$ cat config.mk
export PLATFORM = sky130hd
export DESIGN_NAME = led_array_arbiter_flat
export DESIGN_NICKNAME = d
export VERILOG_FILES = /design/src/rtl/led_array_arbiter_if.sv /design/src/rtl/led_array_arbiter.sv /design/src/flat_wrapper.sv
export SDC_FILE = /design/constraint.sdc
export NUM_CORES = 1
export LEC_CHECK = 0
export ABC_CLOCK_PERIOD_IN_PS = 5800
export BUFFER_PORTS_ARGS = -buffer_cell sky130_fd_sc_hd__buf_2
export CAP_MARGIN = 40
export CORE_ASPECT_RATIO = 0.75
export CORE_MARGIN = 2
export CORE_UTILIZATION = 61
export CTS_CLUSTER_DIAMETER = 100
export DETAILED_ROUTE_END_ITERATION = 16
export GPL_TIMING_DRIVEN = 0
export PLACE_DENSITY = 0.86
export SYNTH_ARGS = -nofsm -noshare
export SYNTH_HDL_FRONTEND = slang
export SYNTH_SLANG_ARGS = --single-unit
$ cat constraint.sdc
create_clock -name CLOCK50 -period 5.8 [get_ports CLOCK50]
set_clock_uncertainty 0.15 [all_clocks]
set_input_delay 0 -clock CLOCK50 [delete_from_list [all_inputs] [get_ports CLOCK50]]
set_output_delay 0 -clock CLOCK50 [all_outputs]
set_load 0.05 [all_outputs]
$ cat src/rtl/led_array_arbiter_if.sv
// led_array_arbiter_if: fabric request/pattern bus and ownership status for the LED bank arbiter
interface led_array_arbiter_if;
  logic [1:0] req;
  logic [7:0] pattern0;
  logic [7:0] pattern1;
  logic [1:0] grant;
  logic [1:0] owner;
  modport master (output req, pattern0, pattern1, input grant, owner);
  modport slave  (input req, pattern0, pattern1, output grant, owner);
endinterface

$ cat src/rtl/led_array_arbiter.sv
// led_array_arbiter: minimum-hold round-robin owner of the LED bank with period-aligned PWM dimming
module led_array_arbiter #(
  parameter int PWM_PERIOD  = 10000,
  parameter int DUTY_W      = 14,
  parameter int HOLD_CYCLES = 50000000
) (
  input  logic              CLOCK50,
  input  logic              reset,
  input  logic [7:0]        hps_led,
  input  logic [DUTY_W-1:0] duty,
  led_array_arbiter_if.slave bus,
  output logic [7:0]        led_out,
  output logic              pwm_tick
);
  localparam logic [1:0] S_HPS = 2'b00, S_REQ0 = 2'b01, S_REQ1 = 2'b10;
  localparam int PW = PWM_PERIOD > 1 ? $clog2(PWM_PERIOD) : 1;
  localparam int HW = HOLD_CYCLES > 1 ? $clog2(HOLD_CYCLES) : 1;
  localparam logic [PW-1:0] P_MAX = PW'(PWM_PERIOD - 1);
  localparam logic [HW-1:0] H_MAX = HW'(HOLD_CYCLES - 1);
  logic [1:0] state, state_nx;
  logic last, cur, pick, nxt, sw, hold_done, wrap, pwm_on;
  logic [HW-1:0] hold_cnt;
  logic [PW-1:0] pwm_cnt;
  logic [DUTY_W-1:0] duty_lat;
  logic [7:0] lat0, lat1, sel;
  assign bus.grant = state;
  assign bus.owner = state;
  assign cur       = state[1];
  assign hold_done = hold_cnt == H_MAX;
  assign pick      = &bus.req ? ~last : bus.req[1];
  assign wrap      = pwm_cnt == P_MAX;
  assign pwm_on    = DUTY_W'(pwm_cnt) < duty_lat;
  assign pwm_tick  = wrap & ~reset;
  // sw marks a new grant: from HPS on any request, or a handover once the hold has expired
  always_comb begin
    sw       = state == S_HPS ? |bus.req : hold_done & bus.req[~cur];
    nxt      = state == S_HPS ? pick : ~cur;
    state_nx = sw ? (nxt ? S_REQ1 : S_REQ0)
             : (state != S_HPS && hold_done && !bus.req[cur]) ? S_HPS : state;
    sel      = state == S_REQ0 ? (bus.req[0] ? bus.pattern0 : lat0)
             : state == S_REQ1 ? (bus.req[1] ? bus.pattern1 : lat1) : hps_led;
  end
  always_ff @(posedge CLOCK50) begin
    if (reset) begin
      state    <= S_HPS;
      last     <= 1'b1;
      hold_cnt <= '0;
      pwm_cnt  <= '0;
      duty_lat <= DUTY_W'(PWM_PERIOD);
      lat0     <= '0;
      lat1     <= '0;
      led_out  <= '0;
    end else begin
      state    <= state_nx;
      if (sw) last <= nxt;
      hold_cnt <= sw ? '0 : hold_done ? hold_cnt : hold_cnt + 1'b1;
      pwm_cnt  <= wrap ? '0 : pwm_cnt + 1'b1;
      if (wrap) duty_lat <= duty;
      if (bus.req[0]) lat0 <= bus.pattern0;
      if (bus.req[1]) lat1 <= bus.pattern1;
      led_out  <= sel & {8{pwm_on}};
    end
  end
endmodule

$ cat src/flat_wrapper.sv
// flat-port wrapper written by rule: the top's interface ports become plain ports
module led_array_arbiter_flat 
#(
  parameter int PWM_PERIOD  = 10000,
  parameter int DUTY_W      = 14,
  parameter int HOLD_CYCLES = 50000000
)
  (CLOCK50, reset, hps_led, duty, led_out, pwm_tick, bus_req, bus_pattern0, bus_pattern1, bus_grant, bus_owner);
  led_array_arbiter_if bus_i ();
  input  logic CLOCK50;
  input  logic reset;
  input  logic [7:0] hps_led;
  input  logic [DUTY_W-1:0] duty;
  output logic [7:0] led_out;
  output logic pwm_tick;
  input wire logic [$bits(bus_i.req)-1:0] bus_req;
  input wire logic [$bits(bus_i.pattern0)-1:0] bus_pattern0;
  input wire logic [$bits(bus_i.pattern1)-1:0] bus_pattern1;
  output wire logic [$bits(bus_i.grant)-1:0] bus_grant;
  output wire logic [$bits(bus_i.owner)-1:0] bus_owner;
  assign bus_i.req = bus_req;
  assign bus_i.pattern0 = bus_pattern0;
  assign bus_i.pattern1 = bus_pattern1;
  assign bus_grant = bus_i.grant;
  assign bus_owner = bus_i.owner;
  led_array_arbiter #(.PWM_PERIOD(PWM_PERIOD), .DUTY_W(DUTY_W), .HOLD_CYCLES(HOLD_CYCLES)) u_core (.CLOCK50(CLOCK50), .reset(reset), .hps_led(hps_led), .duty(duty), .bus(bus_i), .led_out(led_out), .pwm_tick(pwm_tick));
endmodule
[After elaboration in Yosys (flattened, before gate mapping)]
Index checks and enable logic that the tools add are counted.
Cells by class
  add/sub/neg operators: 2
  order comparisons: 3
  eq/ne operators: 4
  multiplexer cells: 14
  bitwise gates (word level): 6
  reductions and logical operators: 10
Operators with widths (count)
  2-to-1 mux 8 bit: 4
  adder 26 x 1 -> 26 bit, second input constant: 1
  == test 26 bit, second input constant: 1
  adder 14 x 1 -> 14 bit, second input constant: 1
  == test 14 bit, second input constant: 1
  less-than comparator 14 bit: 1
  AND 8 bit: 1
  2-to-1 mux 1 bit: 7
  2-to-1 mux 2 bit: 3
  OR reduction 2 bit: 3
  less-than comparator 1 x 2 -> 1 bit, second input constant: 2
  nonzero test 2 bit: 2
  inverter 1 bit: 3
  AND 1 bit: 2
  == test 2 x 1 -> 1 bit, second input constant: 1
  == test 2 bit, second input constant: 1
  logical AND 1 bit: 2
  zero test 2 bit: 1
  AND reduction 2 bit: 1
  zero test 1 bit: 1
Storage, ports and cells
  register bits: 81
  output and inout bits: 13
  word-level logic and storage cells: 47

[Longest topological paths before layout]
Gate-level depths: netlist of the first run.
  word-level depth: 6
  gate-level depth with buffers: 9

[Worst setup path after synthesis of the first run]
No wires, ideal clock.
  path type: register to register
  start point: register u_core.duty_lat[7]
  end point: register u_core.led_out[7]
  arrival: 1.818 ns
  required time: 5.550 ns
  path slack: 3.733 ns
  stages on the path, launching flop included: 10
  path buffers: 1
  period minus slack after synthesis: 2.067 ns
  cell sequence: dfxtp_1 inv_1 ha_1 a21oi_1 nor2b_1 o21ai_0 a211oi_1 or3_1 buf_6 a2111oi_4
On the way
  longest elaborated chain between the ends: 2
Ends and longest elaborated chain
  start, declared: line led_array_arbiter.sv:24  | logic [DUTY_W-1:0] duty_lat;
  start signal, assigned: line led_array_arbiter.sv:49  | duty_lat <= DUTY_W'(PWM_PERIOD);
  start signal, assigned: line led_array_arbiter.sv:58  | if (wrap) duty_lat <= duty;
  less-than comparator 14 bit: line led_array_arbiter.sv:32  | assign pwm_on = DUTY_W'(pwm_cnt) < duty_lat;
  AND 8 bit: line led_array_arbiter.sv:61  | led_out <= sel & {8{pwm_on}};
  end signal, assigned: line led_array_arbiter.sv:61
  end, declared: line led_array_arbiter.sv:12  | output logic [7:0] led_out,
Every way passes these cells.
A chain may end at the register's enable or synchronous reset.

[Worst setup path after layout of the first run]
  start point: register u_core.pwm_cnt[7]
  end point: register u_core.led_out[1]
On the way
  longest elaborated chain between the ends: 2
Ends and longest elaborated chain
  start, declared: line led_array_arbiter.sv:23  | logic [PW-1:0] pwm_cnt;
  start signal, assigned: line led_array_arbiter.sv:57  | pwm_cnt <= wrap ? '0 : pwm_cnt + 1'b1;
  less-than comparator 14 bit: line led_array_arbiter.sv:32
  AND 8 bit: line led_array_arbiter.sv:61
Every way passes these cells.

==> results of run 1 <==
-- routing by layer --
layer / global-route usage / vias up
met5: 0 / -
met4: 0.1546 / 0
met3: 0.1041 / 44
met2: 0.5937 / 185
met1: 0.3660 / 1674
li1: - / 1650
-- power by group --
| group | leakage, nW | switching, mW | internal [mW] |
|---|---|---|---|
| Clock | 0.115 | 0.204 | 0.265 |
| Combinational | 1.34 | 0.126 | 0.0781 |
| Sequential | 0.660 | 0.0162 | 0.577 |
-- registers in the layout, summed over array words and instances (netlist names) --
register and flops:
u_core.lat0 8, u_core.bus.grant 2, u_core.lat1 8, u_core.duty_lat 14
u_core.last 1, u_core.led_out 8, u_core.hold_cnt 26, u_core.pwm_cnt 14
-- worst max-delay path, delay by kind of cell (launching register included) --
family                   cells  cell delay [ns]
buffers and inverters        2             0.75
AO/OA/AOI/OAI                4             0.70
AND/OR/NAND/NOR              2             0.53
flip-flops                   1             0.42
adder cells (fa/ha/maj)      1             0.30
-- worst paths after layout --
path	to	slack [ns]	cells past startpoint
min	u_core.lat1[0]	0.07	3
max	u_core.led_out[1]	2.91	9
min reg2reg	u_core.duty_lat[10]	0.33	2
max reg2reg	u_core.led_out[1]	2.91	9
-- metrics by stage --
stage	cell area, um^2	worst slack [ns]
floorplan	3746	3.733
global placement	4104	3.513
detailed placement	4104	3.459
CTS	4793	3.007
global route	4793	2.863
finish	4793	2.905
-- layout by cell type (no fill, tap or decap), types with 11 or more instances in the layout --
master / n
dfxtp_1: 81
nor2_1: 79
buf_2: 57
dlygate4sd3_1: 46
mux2i_1: 32
nand2_1: 30
xor2_1: 23
nand3_1: 18
inv_1: 16
ha_1: 15
xnor2_1: 11
clkbuf_8: 11
-- logic make-up after synthesis --
group | synth area share
compound gates | 0.07782
xor+xnor | 0.07949
fa+ha+maj | 0.05010
buf+inv | 0.04576
flops | 0.4329
mux | 0.08851
simple gates | 0.2255
-- final cells by class --
type	instances	share of cell area
inverter	19	0.01488
tap	78	0.02036
sequential	81	0.3383
clock buffer	11	0.03158
buffer	19	0.02088
multi-input combinational	300	0.4075
timing repair buffer	98	0.1504
clock inverter	5	0.01618
-- repair_timing --
item                                    CTS  global route
hold buffers                             46             0
endpoints found under the hold margin    38             0
endpoints found under the setup margin    0             0
setup buffers                             0             0
==> impl_metrics.json, run 1 <==
{
  "vias": 3553,
  "rsz0062_at_grt": "false",
  "wl_met3_um": 787,
  "synth_area_leader_cell": "dfxtp_1",
  "path_cells": "ha_1 -> a21oi_1 -> nor2b_1 -> o21ai_0 -> a211oi_1 -> or3_1 -> buf_6 -> a211oi_1 -> dlygate4sd3_1",
  "firstDrtPassIters": 8,
  "port_buffers": 52,
  "gp_congestion": 0.8255,
  "grt_overflow": 0,
  "worst_pin_slew_ns": 0.6679,
  "wl_per_cell_um": 17.58,
  "slowest_stage": "dlygate4sd3_1",
  "n_fill_cell": 335,
  "numCtsBuffers": 9,
  "h-tree-depth": 3,
  "hp-class": "in -> reg",
  "dieWidth_um": 94.49,
  "timing.setup.tns_ns": 0,
  "drt_wl_total_mm": 10.74,
  "crit_arrival_ns": 3.04,
  "clk_latency_ns": 0.35,
  "core.rowCount": 24,
  "drcViolationCount": 0,
  "hp-start": "bus_req[1]",
  "synth-edff-count": 0,
  "routedLengthMet1_mm": 4.234,
  "worstSetupPathType": "reg -> reg",
  "viasPerCell": 5.815,
  "drive_gt1_frac": 0.1689,
  "syn_inst": 419,
  "start_util": 0.6365,
  "static-leakage-power_nw": 2.118,
  "dieArea_um2": 6791,
  "io_pins": 55,
  "grt_use_total": 0.3342,
  "worstPathRequired_ns": 5.95,
  "max_slew_margin": 0.5548,
  "synth_ff_type": "dfxtp_1",
  "synth_top_area_frac": 0.4329,
  "grt_pass1_wl_mm": 17.37,
  "r2r-start": "u_core.pwm_cnt[7]",
  "avgSynthCellArea_um2": 8.941,
  "multiInputGateArea_um2": 1953,
  "whs_ns": 0.07097,
  "netlist_area_um2": 3746,
  "clk_pin_slew_worst_paths_ns": 0.08,
  "final_nets": 585,
  "fmax_mhz": 345.5,
  "status": "finished, final reports clean",
  "ir_drop_v": 0.0002370,
  "met2_wirelength_mm": 5.314,
  "endpoint_kind": "register",
  "dp_hpwl_mm": 5.822,
  "synthArstFlopShare": 0,
  "synth_area_leaders": "dfxtp_1, mux2i_1, nor2_1",
  "grt_pass1_vias": 3762,
  "cp_common_cell": "a211oi_1",
  "yosys_register_bits": 81,
  "root_buffer": "clkbuf_8",
  "clockBufferDepth": 2,
  "dr.first_iter.drc_count": 241,
  "cp-start-kind": "register",
  "syn_to_final_growth_pct": 27.96,
  "coreArea_um2": 5886,
  "drv_slew": 0,
  "max_stage_delay_ns": 0.57,
  "cts_resized": 0,
  "cp-startpoint": "u_core.pwm_cnt[7]",
  "cts_tree": "built",
  "synth_most_common_cell": "dfxtp_1",
  "grt_max_degree": 14,
  "dieHeight_um": 71.87,
  "hold_viol": 0,
  "final_cells": 611,
  "synthDistinctLibCells": 50,
  "min_period_ns": 2.895,
  "power.total_mw": 1.265,
  "detail-route-antenna-nets": 0,
  "fin_crit_sh": 0.4991,
  "dp.cells": 549,
  "seqCellArea_um2": 1622,
  "drv_cap": 0,
  "ys_warn_count": 0,
  "final_util": 0.8144,
  "synthTopCellsByCount": "dfxtp_1, nor2_1, mux2i_1",
  "setup_viol": 0,
  "routed.top_layer": "met4",
  "path_max_fanout": 8,
  "antenna_found_initial": 0,
  "powerDensity_nw_per_um2": 263.9,
  "synth_nets": 476,
  "diodes": 0,
  "cts.sinks": 81,
  "seq_area_frac_synth": 0.4329
}
No activity file was read; power rests on OpenSTA's default activity.
==> inputs of run 2 (changes only) <==
ABC_CLOCK_PERIOD_IN_PS = 2600   (was 5800)
CORE_UTILIZATION = 51   (was 61)
PLACE_DENSITY = 0.77   (was 0.86)
clock period = 2.6 ns   (was 5.8 ns; I/O delays follow)
==> impl_metrics.json, run 2 (synthesized netlist as in run 1, its figures left out) <==
{
  "power.total_mw": 2.652,
  "io_pins": 55,
  "design_area_um2": 4778,
  "drt_wl_total_mm": 9.113,
  "cp_common_cell": "nor2_1",
  "max_stage_delay_ns": 0.60,
  "detail-route-antenna-nets": 0,
  "dr.first_iter.drc_count": 170,
  "r2r-start": "u_core.bus.grant[0]",
  "path_cells": "inv_2 -> nor2_1 -> nor2_2 -> a22oi_1 -> dlygate4sd3_1 -> nor2_1",
  "grt_pass1_vias": 3305,
  "fmax_mhz": 414.9,
  "gp_congestion": 0.8407,
  "final_common_cell": "dfxtp_1",
  "crit_arrival_ns": 2.50,
  "hold_viol": 2,
  "dp_hpwl_mm": 5.928,
  "viasPerCell": 5.217,
  "cp-startpoint": "u_core.bus.grant[0]",
  "final_nets": 583,
  "final_cell_mix": "dfxtp_1, nor2_1, buf_2",
  "max_slew_margin": 0.6228,
  "static-leakage-power_nw": 2.099,
  "worst_pin_slew_ns": 0.5658,
  "min_period_ns": 2.410,
  "timing.setup.tns_ns": 0,
  "root_buffer": "clkbuf_8",
  "clk_latency_ns": 0.34,
  "worstPathRequired_ns": 2.69,
  "coreArea_um2": 7229,
  "cp-start-kind": "register",
  "port_buffers": 52,
  "drv_cap": 0,
  "largest-register": "u_core.hold_cnt",
  "endpoint_kind": "register",
  "fin_crit_sh": 0.9270,
  "grt_pass1_wl_mm": 15.34,
  "numCtsBuffers": 9,
  "drive_gt1_frac": 0.1676,
  "hp-class": "in -> reg",
  "worstSetupPathType": "reg -> reg",
  "violations": "negative hold slack",
  "antenna_found_initial": 0,
  "whs_ns": -0.04710,
  "powerDensity_nw_per_um2": 555.0,
  "postCtsSetupRepairBufs": 0,
  "setup_viol": 0,
  "dieHeight_um": 78.22,
  "grt_max_degree": 13,
  "n_fill_cell": 598,
  "status": "finished, violations left",
  "rsz0062_at_grt": "false",
  "drcViolationCount": 0,
  "grt_use_total": 0.2434,
  "start_util": 0.5182,
  "drv_slew": 0,
  "hp-start": "reset",
  "firstDrtPassIters": 4,
  "clockBufferDepth": 2,
  "largest_register_ffs": 26,
  "syn_to_final_growth_pct": 27.56,
  "vias": 3297,
  "h-tree-depth": 3,
  "grt_overflow": 0,
  "reg_top3": "u_core.hold_cnt (26), u_core.duty_lat (14), u_core.pwm_cnt (14)",
  "dieWidth_um": 103.0,
  "wl_per_cell_um": 14.42,
  "slowest_stage": "dlygate4sd3_1",
  "diodes": 0,
  "cts.sinks": 81,
  "core.rowCount": 27,
  "cts_tree": "built",
  "placed_cell_area_um2": 4133,
  "ir_drop_v": 0.0004448,
  "clk_pin_slew_worst_paths_ns": 0.08,
  "path_max_fanout": 9,
  "dieArea_um2": 8054
}
-- run 2: changes by cell type in the layout (fill, tap and decap cells not counted) --
cell        before  now
clkbuf_8        11   10
nor2_1          79   78
clkinvlp_4       1    0
nor2_2           0    1
bufinv_16        2    1
clkbuf_2         0    1
-- run 2: power by group --
part	total (mW)	switching [mW]	internal, mW
clock	0.899	0.430	0.469
sequential	1.32	0.0325	1.29
combinational	0.434	0.263	0.170
total	2.65	0.726	1.93
-- run 2: path summary, 6_finish.rpt --
path	to	slack, ns	cells after the start
max reg2reg	u_core.led_out[2]	0.19	6
min	u_core.led_out[0]	-0.05	4
min reg2reg	u_core.duty_lat[10]	0.34	2
max	u_core.led_out[2]	0.19	6
-- run 2: what timing repair did --
item,4_1_cts,5_1_grt
endpoints found under the hold margin,38,0
hold buffers,46,0
endpoints found under the setup margin,0,13
gates resized for setup,0,3
-- run 2: critical path: cells and delay by family, from the launching register on --
kind	cells	cell delay, ns
compound gates	1	0.20
flops	1	0.55
buf+inv	2	0.74
simple gates	3	0.68
-- run 2: layout make-up --
type	count	area, um^2	area share
Buffer	17	93.84	0.01964
Clock inverter	3	40.04	0.008379
Clock buffer	13	148.9	0.03116
Sequential cell	81	1622	0.3394
Multi-Input combinational cell	300	1956	0.4093
Tap cell	101	126.4	0.02645
Inverter	19	71.32	0.01493
Timing Repair Buffer	98	720.7	0.1508
-- run 2: metrics by stage --
stage | setup slack, ns | util | hold WS [ns] | instances
floorplan | 0.5327 | - | -0.02489 | 419
global placement | 0.2468 | 0.5717 | 0.06354 | 572
detailed placement | 0.1926 | 0.5717 | 0.06582 | 572
CTS | 0.1650 | 0.6615 | 0.005664 | 634
global route | 0.01647 | 0.6610 | 0.001987 | 632
finish | 0.1898 | 0.6610 | -0.04710 | 632
-- run 2: routing by layer --
metal  wire [um]  up-vias  global-route usage  share of wire
met4         187        0             0.07368          0.021
li1            -     1648                   -              -
met1        3949     1539              0.2971           0.43
met5           0        -                   0              0
met3         605       17             0.06946          0.066
met2        4371       93              0.4143           0.48
